===== config.mk =====
export PLATFORM = sky130hd
export DESIGN_NAME = change_responder
export DESIGN_NICKNAME = d
export VERILOG_FILES = /design/src/rtl/change_pkg.sv /design/src/rtl/change_addr_gen.sv /design/src/rtl/change_responder.sv
export SDC_FILE = /design/constraint.sdc
export NUM_CORES = 1
export LEC_CHECK = 0
export CORE_MARGIN = 2
export CORE_UTILIZATION = 48
export CTS_CLUSTER_SIZE = 28
export DETAILED_ROUTE_END_ITERATION = 16
export GPL_TIMING_DRIVEN = 1
export PLACE_DENSITY_LB_ADDON = 0.08
export SLEW_MARGIN = 20
export SYNTH_ARGS = -nofsm -noshare
export SYNTH_HDL_FRONTEND = slang
export SYNTH_SLANG_ARGS = --single-unit

===== constraint.sdc =====
create_clock -name clock -period 4.4 [get_ports clock]
set_clock_uncertainty 0.2 [all_clocks]
set_input_delay 0.44 -clock clock [delete_from_list [all_inputs] [get_ports clock]]
set_output_delay 0.44 -clock clock [all_outputs]
set_load 0.1 [all_outputs]

===== src/rtl/change_pkg.sv =====
// Shared types, constants and the range-check helper for the change responder.
package change_pkg;

    typedef enum logic [2:0] {
        INIT,
        IDLE,
        CHECK,
        RD_HI,
        RD_LO,
        WR_HI,
        WR_LO,
        DONE
    } state_t;

    localparam int ELEM_W = 48;
    localparam int DW     = 24;

    // Full 16-bit compare, so out-of-range values can never alias a legal index.
    function automatic logic in_range(
        input logic [15:0] x,
        input logic [15:0] y,
        input int unsigned rows,
        input int unsigned cols
    );
        return ({16'd0, x} < rows) && ({16'd0, y} < cols);
    endfunction

endpackage


===== src/rtl/change_addr_gen.sv =====
// Element index, range check and registered hi/lo word addresses for one request.
// The multiply sits between the request inputs and these registers, outside the FSM.
module change_addr_gen
    import change_pkg::*;
#(
    parameter int ROWS = 20,
    parameter int COLS = 25,
    parameter int AW   = 10
) (
    input  logic          clock,
    input  logic          reset,
    input  logic          load,
    input  logic [15:0]   x,
    input  logic [15:0]   y,
    output logic          ok,
    output logic [AW-1:0] addr_hi,
    output logic [AW-1:0] addr_lo
);

    logic [AW-1:0] idx;
    logic [AW-1:0] base;
    logic          ok_d;
    logic          ok_q;
    logic [AW-1:0] hi_d;
    logic [AW-1:0] hi_q;
    logic [AW-1:0] lo_d;
    logic [AW-1:0] lo_q;

    always_comb begin
        idx  = AW'(x) * AW'(COLS) + AW'(y);
        base = idx << 1;
        ok_d = ok_q;
        hi_d = hi_q;
        lo_d = lo_q;
        if (load) begin
            ok_d = in_range(x, y, ROWS, COLS);
            hi_d = base;
            lo_d = base | AW'(1);
        end
    end

    always_ff @(posedge clock or posedge reset) begin
        if (reset) begin
            ok_q <= 1'b0;
            hi_q <= '0;
            lo_q <= '0;
        end else begin
            ok_q <= ok_d;
            hi_q <= hi_d;
            lo_q <= lo_d;
        end
    end

    assign ok      = ok_q;
    assign addr_hi = hi_q;
    assign addr_lo = lo_q;

endmodule


===== src/rtl/change_responder.sv =====
// Responder for the EnableChange/EOC_Flag handshake: captures one element update,
// range-checks it and writes it as two words. CHANGE_ACCUM_EN adds read-modify-write.
module change_responder
    import change_pkg::*;
#(
    parameter int ROWS = 20,
    parameter int COLS = 25,
    parameter int AW   = 10,
    parameter int DW   = 24
) (
    input  logic            clock,
    input  logic            reset,
    input  logic            EnableChange,
    input  logic [15:0]     X,
    input  logic [15:0]     Y,
    input  logic [2*DW-1:0] NewElement,
    output logic            EOC_Flag,
    output logic            ErrFlag,
    output logic            mem_we,
    output logic [AW-1:0]   mem_addr,
    output logic [DW-1:0]   mem_wdata,
    output logic            mem_re,
    input  logic [DW-1:0]   mem_rdata
);

    state_t          state_d;
    state_t          state_q;
    logic            eoc_d;
    logic            eoc_q;
    logic            err_d;
    logic            err_q;
    logic            we_d;
    logic            we_q;
    logic            re_d;
    logic            re_q;
    logic            armed_d;
    logic            armed_q;
    logic [AW-1:0]   addr_d;
    logic [AW-1:0]   addr_q;
    logic [DW-1:0]   wdata_d;
    logic [DW-1:0]   wdata_q;
    logic [2*DW-1:0] elem_d;
    logic [2*DW-1:0] elem_q;

    logic            load;
    logic            addr_ok;
    logic [AW-1:0]   addr_hi;
    logic [AW-1:0]   addr_lo;

    change_addr_gen #(
        .ROWS (ROWS),
        .COLS (COLS),
        .AW   (AW)
    ) u_addr_gen (
        .clock   (clock),
        .reset   (reset),
        .load    (load),
        .x       (X),
        .y       (Y),
        .ok      (addr_ok),
        .addr_hi (addr_hi),
        .addr_lo (addr_lo)
    );

    always_comb begin
        state_d = state_q;
        eoc_d   = eoc_q;
        err_d   = err_q;
        we_d    = 1'b0;
        re_d    = 1'b0;
        addr_d  = addr_q;
        wdata_d = wdata_q;
        elem_d  = elem_q;
        load    = 1'b0;
        // Re-arm only once the initiator has dropped its request for an edge.
        armed_d = armed_q | ~EnableChange;

        case (state_q)
            INIT: begin
                state_d = IDLE;
            end

            IDLE: begin
                eoc_d = 1'b1;
                if (EnableChange && armed_q) begin
                    load    = 1'b1;
                    elem_d  = NewElement;
                    armed_d = 1'b0;
                    eoc_d   = 1'b0;
                    state_d = CHECK;
                end
            end

            CHECK: begin
                if (!addr_ok) begin
                    err_d   = 1'b1;
                    state_d = DONE;
                end else begin
`ifdef CHANGE_ACCUM_EN
                    re_d    = 1'b1;
                    addr_d  = addr_hi;
                    state_d = RD_HI;
`else
                    we_d    = 1'b1;
                    addr_d  = addr_hi;
                    wdata_d = elem_q[2*DW-1:DW];
                    state_d = WR_HI;
`endif
                end
            end

`ifdef CHANGE_ACCUM_EN
            RD_HI: begin
                re_d    = 1'b1;
                addr_d  = addr_lo;
                state_d = RD_LO;
            end

            // Hi read data is valid this cycle; fold it straight into the hi write.
            RD_LO: begin
                we_d    = 1'b1;
                addr_d  = addr_hi;
                wdata_d = mem_rdata + elem_q[2*DW-1:DW];
                state_d = WR_HI;
            end
`endif

            WR_HI: begin
                we_d    = 1'b1;
                addr_d  = addr_lo;
`ifdef CHANGE_ACCUM_EN
                wdata_d = mem_rdata + elem_q[DW-1:0];
`else
                wdata_d = elem_q[DW-1:0];
`endif
                state_d = WR_LO;
            end

            WR_LO: begin
                state_d = DONE;
            end

            DONE: begin
                eoc_d   = 1'b1;
                state_d = IDLE;
            end

            default: begin
                state_d = INIT;
            end
        endcase
    end

    always_ff @(posedge clock or posedge reset) begin
        if (reset) begin
            state_q <= INIT;
            eoc_q   <= 1'b0;
            err_q   <= 1'b0;
            we_q    <= 1'b0;
            re_q    <= 1'b0;
            armed_q <= 1'b1;
            addr_q  <= '0;
            wdata_q <= '0;
            elem_q  <= '0;
        end else begin
            state_q <= state_d;
            eoc_q   <= eoc_d;
            err_q   <= err_d;
            we_q    <= we_d;
            re_q    <= re_d;
            armed_q <= armed_d;
            addr_q  <= addr_d;
            wdata_q <= wdata_d;
            elem_q  <= elem_d;
        end
    end

`ifndef CHANGE_ACCUM_EN
    logic [DW-1:0] unused_rdata;
    assign unused_rdata = mem_rdata;
`endif

    assign EOC_Flag  = eoc_q;
    assign ErrFlag   = err_q;
    assign mem_we    = we_q;
    assign mem_re    = re_q;
    assign mem_addr  = addr_q;
    assign mem_wdata = wdata_q;

endmodule


=== Word level (Yosys, flattened, before mapping) ===
Index checks and enable logic that the tools add are counted.

* Order comparisons: 2
* Reductions and logical operators: 9
* Equality and inequality tests: 7
* Bitwise logic cells: 3
* Mux-type cells: 15
* Add/subtract/negate cells: 1
* Multipliers: 1

{| class="wikitable"
|+ Operators with widths
! cell !! number
|-
| $pmux W24 S2 || 1
|-
| $lt A16 B5 Y1 const B || 2
|-
| $mux W24 || 1
|-
| $pmux W10 S2 || 1
|-
| $pmux W3 S5 || 1
|-
| $mul A10 B5 Y9 const B || 1
|-
| $mux W10 || 1
|-
| $add A9 B9 Y9 || 1
|-
| $eq A3 B3 Y1 const B || 3
|-
| $mux W1 || 6
|-
| $reduce_and A2 Y1 || 3
|-
| $pmux W1 S2 || 2
|-
| $reduce_bool A2 Y1 || 2
|-
| $eq A3 B1 Y1 const B || 1
|-
| $eq A3 B2 Y1 const B || 1
|-
| $logic_not A3 Y1 || 1
|-
| $mux W3 || 1
|-
| $logic_and A1 B1 Y1 || 2
|-
| $mux W2 || 1
|-
| $ne A2 B1 Y1 const B || 1
|-
| $ne A2 B2 Y1 const B || 1
|-
| $not A1 Y1 || 2
|-
| $reduce_or A2 Y1 || 1
|-
| $or A1 B1 Y1 || 1
|}

* Register bits: 109
* Output and inout bits: 38
* Logic and storage cells: 49
* Input port bits: 107

=== Logic depth before layout (Yosys ltp) ===
Gate-level depths: netlist of run 1.

* Depth after elaboration: 4
* Mapped depth: 12
* Gate-level depth less buffers: 12

=== Modules after synthesis ===
From an unflattened synthesis of run 1, not the netlist that was laid out.

* Cells, all modules: 381
* Area total of the unflattened synthesis: 4879.7 um2

{| class="wikitable"
|+ By module, submodules not included
! module !! area an instance (um2) !! seq. area each (um2) !! instances !! cells an instance
|-
| change_responder || 3590.9 || 2228.4 || 1 || 249
|-
| change_addr_gen || 1288.7 || 275.3 || 1 || 132
|}

=== Worst setup path after synthesis of run 1 ===
No wires, ideal clock.

* Path type: in2reg
* Start point: input X[2]
* End point: register u_addr_gen.lo_q[8], in the netlist u_addr_gen.addr_lo[8]
* Arrival time: 2.807 ns
* Slack: 1.324 ns
* Path buffers: 0
* Required time: 4.131 ns
* Stages on the path: 9
* Cells stage by stage: inv_1 -> ha_1 -> fa_1 -> inv_1 -> fa_1 -> inv_1 -> ha_1 -> or4b_1 -> nand3_1

* Word-level cells in the longest chain between the ends: 2

{| class="wikitable"
|+ RTL lines
! what !! line !! source
|-
| from (decl) || change_responder.sv:14 || <nowiki>input logic [15:0] X,</nowiki>
|-
| $mul A10 B5 Y9 || change_addr_gen.sv:30 || <nowiki>idx = AW'(x) * AW'(COLS) + AW'(y);</nowiki>
|-
| $add A9 B9 Y9 || change_addr_gen.sv:30 ||
|-
| to (signal assigned) || change_addr_gen.sv:50 || <nowiki>lo_q <= lo_d;</nowiki>
|-
| to (decl) || change_addr_gen.sv:27 || <nowiki>logic [AW-1:0] lo_q;</nowiki>
|}

No other way between the ends.
A chain may end at the register's enable or synchronous reset.

=== Final worst setup path of run 1 ===
* Start point: input X[2]
* End point: register u_addr_gen.lo_q[9], in the netlist u_addr_gen.addr_lo[9]

The elaborated chain is that of the path after synthesis.

==> metrics.md, run 1 <==
| Metric | Value |
|---|---|
| N_diodes | `0` |
| RSZ-0062 raised after global routing | `no` |
| Pre-antenna DRT Iters | `4` |
| Synth Cell Area | `~0.0049 mm2` |
| Final Hold Fails | `0` |
| Top post-synthesis cells by area | `dfrtp_1, mux2_2, ha_1` |
| Resize count post-CTS | `0` |
| Reg2reg end | `u_addr_gen.addr_lo[8]` |
| Reg2Reg Depth | `4` |
| Number of synthesized register bits | `100` |
| Pwr dens | `about 760 mW/mm2` |
| Postcts setup bufs | `0` |
| Setup tns final | `0 ps` |
| Total gr overflow | `0` |
| Die extent in y | `~100 um` |
| Post-DRT Antenna Nets | `0` |
| Max Slew Vio Count | `0` |
| DP Wirelength | `6610 um` |
| # rows | `36` |
| Actual slew at the worst max-slew pin | `roughly 1000 ps` |
| Mean Syn Cell Area | `12.6 um2` |
| Reg2reg start | `state_q[1]` |
| Area of the multi-input gates | `between 0.002 and 0.0025 mm2` |
| Sequential share of power | `between 30% and 40%` |
| Hold Crit Class | `register to register` |
| Fmax | `290 MHz` |
| Area Overhead vs Synth | `30.7%` |
| CTS root buf | `clkbuf_8` |
| Placer Congestion | `around 0.77` |
| Port buffer count | `about 120` |
| Synth unique cells | `40` |
| Sink Count | `100` |
| R2R Setup Slk | `~2100 ps` |
| Required time worst endpoint | `4400 ps` |
| Count of flip-flops with a built-in enable after synthesis | `0` |
| Switching portion of total power | `46.2%` |
| Leading area contributor after synthesis | `dfrtp_1` |
| Nets@finish | `643` |
| CTS Buf Count | `9` |
| Initial antenna violation count | `0` |
| CTS tree | `yes` |
| Clock latency on the worst-skew pair | `roughly 360 ps` |
| Ys flop type | `dfrtp_1` |
| # hold bufs at CTS | `0` |
| Count leader, synth | `dfrtp_1` |
| Max Fanout on Critical Path | `4` |
| Worst setup path start | `X[2]` |
| Vias per inst | `between 4 and 5` |
| Maximum vdd ir drop | `about 0.40 mV` |
| Die width | `about 100 um` |
| First-pass GRT wire length | `around 16000 um` |
| Clk pin slew, worst setup/hold paths | `80 ps` |
| Synth async-reset ratio | `100%` |
| Die footprint | `between 0.01 and 0.015 mm2` |
| Switch Pwr | `2.23 mW` |
| DR WL/cell | `~14 um` |
| Max clock buf depth | `2` |
| Post-synthesis cell count | `between 300 and 400` |
| Top cells by instance count after synthesis | `dfrtp_1, mux2_2, inv_1, nand2_1, o21ai_0` |
| Final Cycle Share | `between 70% and 80%` |
| Core area | `between 0.009 and 0.01 mm2` |
| Tot GR Track Use | `between 10% and 20%` |
| Number of synthesis warnings | `0` |
| Setup violators final | `0` |
| Pin count of the biggest net entering global routing | `79` |
| Total area of sequential cells | `approximately 0.0025 mm2` |
| Comb pwr share | `between 50% and 60%` |
| Vias | `3201` |
| Max-capacitance violation count | `0` |
| Starting Density | `49.7%` |
| Final Critical Period | `approximately 3400 ps` |
| Syn_nets | `between 500 and 600` |
| Sequential share of the synthesized area | `about half` |
| Util after Layout | `roughly two thirds` |
| Residual DRC | `0` |
| Initial DRC Count | `103` |
| Status | `finished clean` |
| Fill count | `roughly 830` |
| Layout cell share with drive strength beyond 1 | `approximately 17%` |
| Pint | `2.59 mW` |
| CP Capture Point | `u_addr_gen.addr_lo[9]` |
| Worst setup SP type | `primary input` |
| H-tree depth | `3` |
| Vias in the first global route | `approximately 3.4k` |
| Static leakage | `around 3 nW` |
| Critical path class | `primary input to register` |
| Total wire length | `9140 um` |
| Slew HR | `30.9%` |
| Crit path DAT | `around 3400 ps` |
| Area share of the largest cell type after synthesis | `roughly half` |
| # IOs | `~150` |
| Critical Path End Type | `register` |
| Clock network power share | `between 10% and 20%` |
[power groups by stage]
stage	Clock [mW]	Combinational, mW	Sequential [mW]
finish	0.590	2.63	1.59
global route	0.651	2.81	1.66
CTS	0.614	2.64	1.60
detailed placement	0	2.64	1.62
global placement	0	2.60	1.60
floorplan	0	1.05	2.62
[cells in the final DEF (no fill, tap or decap), drive strengths merged, types with 2 or more instances in the layout]
master / instances
inv: 34
nand3: 2
a211oi: 2
o21ai: 31
fa: 8
mux2: 61
clkinv: 2
nand2: 33
a21oi: 8
clkbuf: 11
ha: 25
clkdlybuf4s50: 119
o31ai: 2
nor3b: 3
xnor2: 7
nor2: 4
mux2i: 25
nor4: 5
o21bai: 2
dfrtp: 99
xor2: 3
nand2b: 2
buf: 4
[layer usage]
| metal | track usage [%] | routed length, um | up-vias |
|---|---|---|---|
| li1 | - | - | 1562 |
| met1 | 22.5 | 3970 | 1567 |
| met2 | 31.1 | 4560 | 64 |
| met3 | 5.68 | 508 | 8 |
| met4 | 4.29 | 91 | 0 |
| met5 | 0 | 0 | - |
[how the worst min path moves through the flow]
stage,start,to,slack (ps),cells past startpoint
floorplan,u_addr_gen.addr_lo[0],u_addr_gen.addr_lo[0],240,1
global placement,u_addr_gen.addr_lo[0],u_addr_gen.addr_lo[0],250,1
detailed placement,ErrFlag,ErrFlag,260,2
CTS,ErrFlag,ErrFlag,280,2
global route,mem_wdata[21],mem_wdata[21],320,2
finish,ErrFlag,ErrFlag,270,2
[critical path, stage by stage]
cell and delay [ps]:
clkdlybuf4s50_1 570, inv_1 70, ha_1 310, fa_1 550, inv_1 60, fa_1 520
inv_1 40, ha_1 330, o21ai_0 90, o21bai_1 80, a21oi_1 180, xnor2_1 120
o21ai_0 80
[logic make-up after synthesis]
group,synth area share [%]
AO/OA/AOI/OAI,6.18
XOR/XNOR,1.80
adder cells (fa/ha/maj),9.70
buffers and inverters,4.95
flip-flops,51.3
multiplexers,20.5
other,0.0769
AND/OR/NAND/NOR,5.49
[registers in the layout, indices dropped and copies added, names as in the netlist, 3 cells and up]
signal / count
mem_wdata: 24
u_addr_gen.addr_lo: 10
mem_addr: 10
state_q: 3
elem_q: 48
[metrics by stage]
stage | cells | hold WS [ps] | area (um2) | setup WS, ps | total power [mW]
global placement | 624 | 250 | 6150 | 612 | 4.20
global route | 641 | 319 | 6370 | 819 | 5.12
finish | 641 | 272 | 6370 | 958 | 4.82
detailed placement | 624 | 260 | 6150 | 586 | 4.25
floorplan | 388 | 235 | 4880 | 1140 | 3.67
CTS | 640 | 279 | 6350 | 978 | 4.85
[cell type report]
type | count | share of cell area (%)
clock buffer | 11 | 2.22
clock inverter | 5 | 0.942
inverter | 33 | 1.98
multi-input combinational | 236 | 33.5
sequential | 100 | 39.3
tap | 133 | 2.61
timing repair buffer | 123 | 19.5
No activity file was read; power rests on OpenSTA's default activity.
==> inputs of run 2 (changes only) <==
- CORE_UTILIZATION: 48 -> 43
- clock period: 4.4 -> 3 ns (I/O delays scaled with it)
==> run 2 against run 1 <==
  * Total power up 52%
  * Non-clock buffer count up 20
  * Core utilization decreased by 4.6 points
  * Cell area rose by 3.4%
  * Cell count increased by 4.2%
  * Worst setup slack lost 870 ps
  * Routed wire length is 8.2% higher
  * Via count grew 2.0%
  * Count of clock-buffer cells in the layout up 1
  * Combinational power up 49%
  * First-iteration DRC count increased by 26%
  * Global-route usage down 1.4 points
  * Highest routed layer unchanged
==> metrics.md, run 2 (synthesis gave the netlist of run 1 again) <==
| Metric | Value |
|---|---|
| Max Slew Vio Count | `0 (unchanged)` |
| Total wire length | `9880 um (+8.2%)` |
| Status | `finished clean` |
| Pre-antenna DRT Iters | `4 (unchanged)` |
| Worst hold slack | `44.9 ps (-227 ps)` |
| Port buffer count | `119 (unchanged)` |
| Maximum vdd ir drop | `0.722 mV (+80%)` |
| Fmax | `343 MHz` |
| Reg2reg end | `mem_wdata[20]` |
| Number of flip-flops under the largest register name | `48 (unchanged)` |
| Final Cycle Share | `a little over nine tenths` |
| Final Hold Fails | `0 (unchanged)` |
| Inst Count DP | `652 (+4.5%)` |
| Starting Density | `44.6% (-5.1 points)` |
| Crit path DAT | `2930 ps (-510 ps)` |
| Die width | `110 um (+5.4%)` |
| Max Fanout on Critical Path | `2 (-2)` |
| # IOs | `145 (unchanged)` |
| Initial DRC Count | `130 (+26%)` |
| Actual slew at the worst max-slew pin | `499 ps (-534 ps)` |
| DR WL/cell | `14.8 um (+3.8%)` |
| Critical path class | `primary input to register` |
| Initial antenna violation count | `0 (unchanged)` |
| # rows | `38 (+5.6%)` |
| Sink Count | `100 (unchanged)` |
| Fin area | `0.00659 mm2 (+3.4%)` |
| Max clock buf depth | `2 (unchanged)` |
| Vias | `3264 (+2.0%)` |
| Reg2Reg Depth | `5 (+1)` |
| Tot GR Track Use | `16.8% (-1.4 points)` |
| CP Capture Point | `u_addr_gen.addr_lo[9]` |
| Total gr overflow | `0 (unchanged)` |
| CTS root buf | `clkbuf_16` |
| Nets@finish | `663 (+3.1%)` |
| Pwr dens | `1110 mW/mm2 (+47%)` |
| First-pass GRT wire length | `16700 um (+3.7%)` |
| CTS tree | `yes` |
| Die footprint | `0.0122 mm2 (+11%)` |
| # hold bufs at CTS | `0 (unchanged)` |
| Dpl cell area | `0.00626 mm2 (+1.8%)` |
| H-tree depth | `3 (unchanged)` |
| Clk pin slew, worst setup/hold paths | `60 ps (-20 ps)` |
| Required time worst endpoint | `3010 ps (-1390 ps)` |
| Reg with most FFs | `elem_q` |
| Core area | `0.0109 mm2 (+11%)` |
| Final Critical Period | `2920 ps` |
| Area Overhead vs Synth | `35.2%` |
| Pin count of the biggest net entering global routing | `59 (-25%)` |
| Reg2reg start | `state_q[2]` |
| Worst setup path start | `Y[5]` |
| Clock latency on the worst-skew pair | `330 ps (-30 ps)` |
| Static leakage | `3.19 nW (+6.8%)` |
| Commonest non-fill, non-tap cell in the layout | `dfrtp_1` |
| Post-DRT Antenna Nets | `0 (unchanged)` |
| Final cell count without fillers | `668 (+4.2%)` |
| Setup violators final | `0 (unchanged)` |
| Fill count | `930 (+12%)` |
| CTS Buf Count | `9 (unchanged)` |
| Hold Crit Class | `primary input to asynchronous set/reset pin` |
| Max-capacitance violation count | `0 (unchanged)` |
| Critical Path End Type | `register` |
| Vias per inst | `4.89 (-2.2%)` |
| Residual DRC | `0 (unchanged)` |
| Slew HR | `66.3% (+35 points)` |
| Layout cell share with drive strength beyond 1 | `28.2% (+11 points)` |
| DP Wirelength | `7170 um (+8.5%)` |
| Die extent in y | `110 um (+5.4%)` |
| Vias in the first global route | `3477 (+2.7%)` |
| Placer Congestion | `0.776 (+0.90%)` |
| Worst setup SP type | `primary input` |
| R2R Setup Slk | `910 ps (-1170 ps)` |
| N_diodes | `0 (unchanged)` |
| Most frequent cells in the layout | `dfrtp_1, clkdlybuf4s50_1, buf_4` |
-- run 2: how the worst min path moves through the flow --
stage	start	to	slack, ps	cells past startpoint
CTS	reset	ErrFlag	40	2
global route	reset	u_addr_gen.ok	60	2
finish	reset	ErrFlag	40	2
detailed placement	u_addr_gen.addr_lo[0]	u_addr_gen.addr_lo[0]	260	1
floorplan	EnableChange	armed_q	140	1
global placement	u_addr_gen.addr_lo[0]	u_addr_gen.addr_lo[0]	250	1
-- run 2: through the flow --
step                      utilization [%]  TNS [ps]  power (mW)  setup WS, ps
after global placement               57.2     -1630        6.20          -497
final                                60.3         0        7.34          83.4
after floorplan                         -         0        5.39          64.1
after detailed placement             57.2     -1780        6.29          -553
after CTS                            60.1         0        7.40          13.8
after global routing                 60.3     -16.9        7.78         -16.9
-- run 2: power by group --
group | internal (mW) | total (mW) | switching, mW | leakage (nW)
Clock | 0.569 | 1.05 | 0.481 | 0.127
Sequential | 2.00 | 2.36 | 0.357 | 1.20
Combinational | 1.41 | 3.93 | 2.52 | 1.86
-- run 2: final cells by class --
class	count	area (um2)	share of cell area, %
inverter	33	128	1.94
clock inverter	4	33.8	0.513
multi-input combinational	236	2190	33.3
sequential	100	2500	38.0
timing repair buffer	143	1320	20.0
clock buffer	12	236	3.59
tap	140	175	2.66
-- run 2: worst max-delay path, cell delays in order --
cell,delay (ps)
clkdlybuf4s50_1,430
ha_1,300
inv_2,40
fa_1,450
fa_1,490
inv_1,60
ha_4,220
o21ai_1,140
o21bai_1,100
a21oi_2,190
xnor2_1,130
o21ai_1,80
-- run 2: what timing repair did --
action,4_1_cts,5_1_grt
buffers inserted,0,0
pin swaps,12,9
setup endpoints to repair,3,4
gates resized for setup,10,6
-- run 2: layer usage --
metal | up-vias | wire (um) | GRT usage, %
met2 | 73 | 5000 | 28.4
li1 | 1599 | - | -
met4 | 0 | 90 | 3.50
met5 | - | 0 | 0
met3 | 8 | 423 | 4.61
met1 | 1584 | 4370 | 21.8
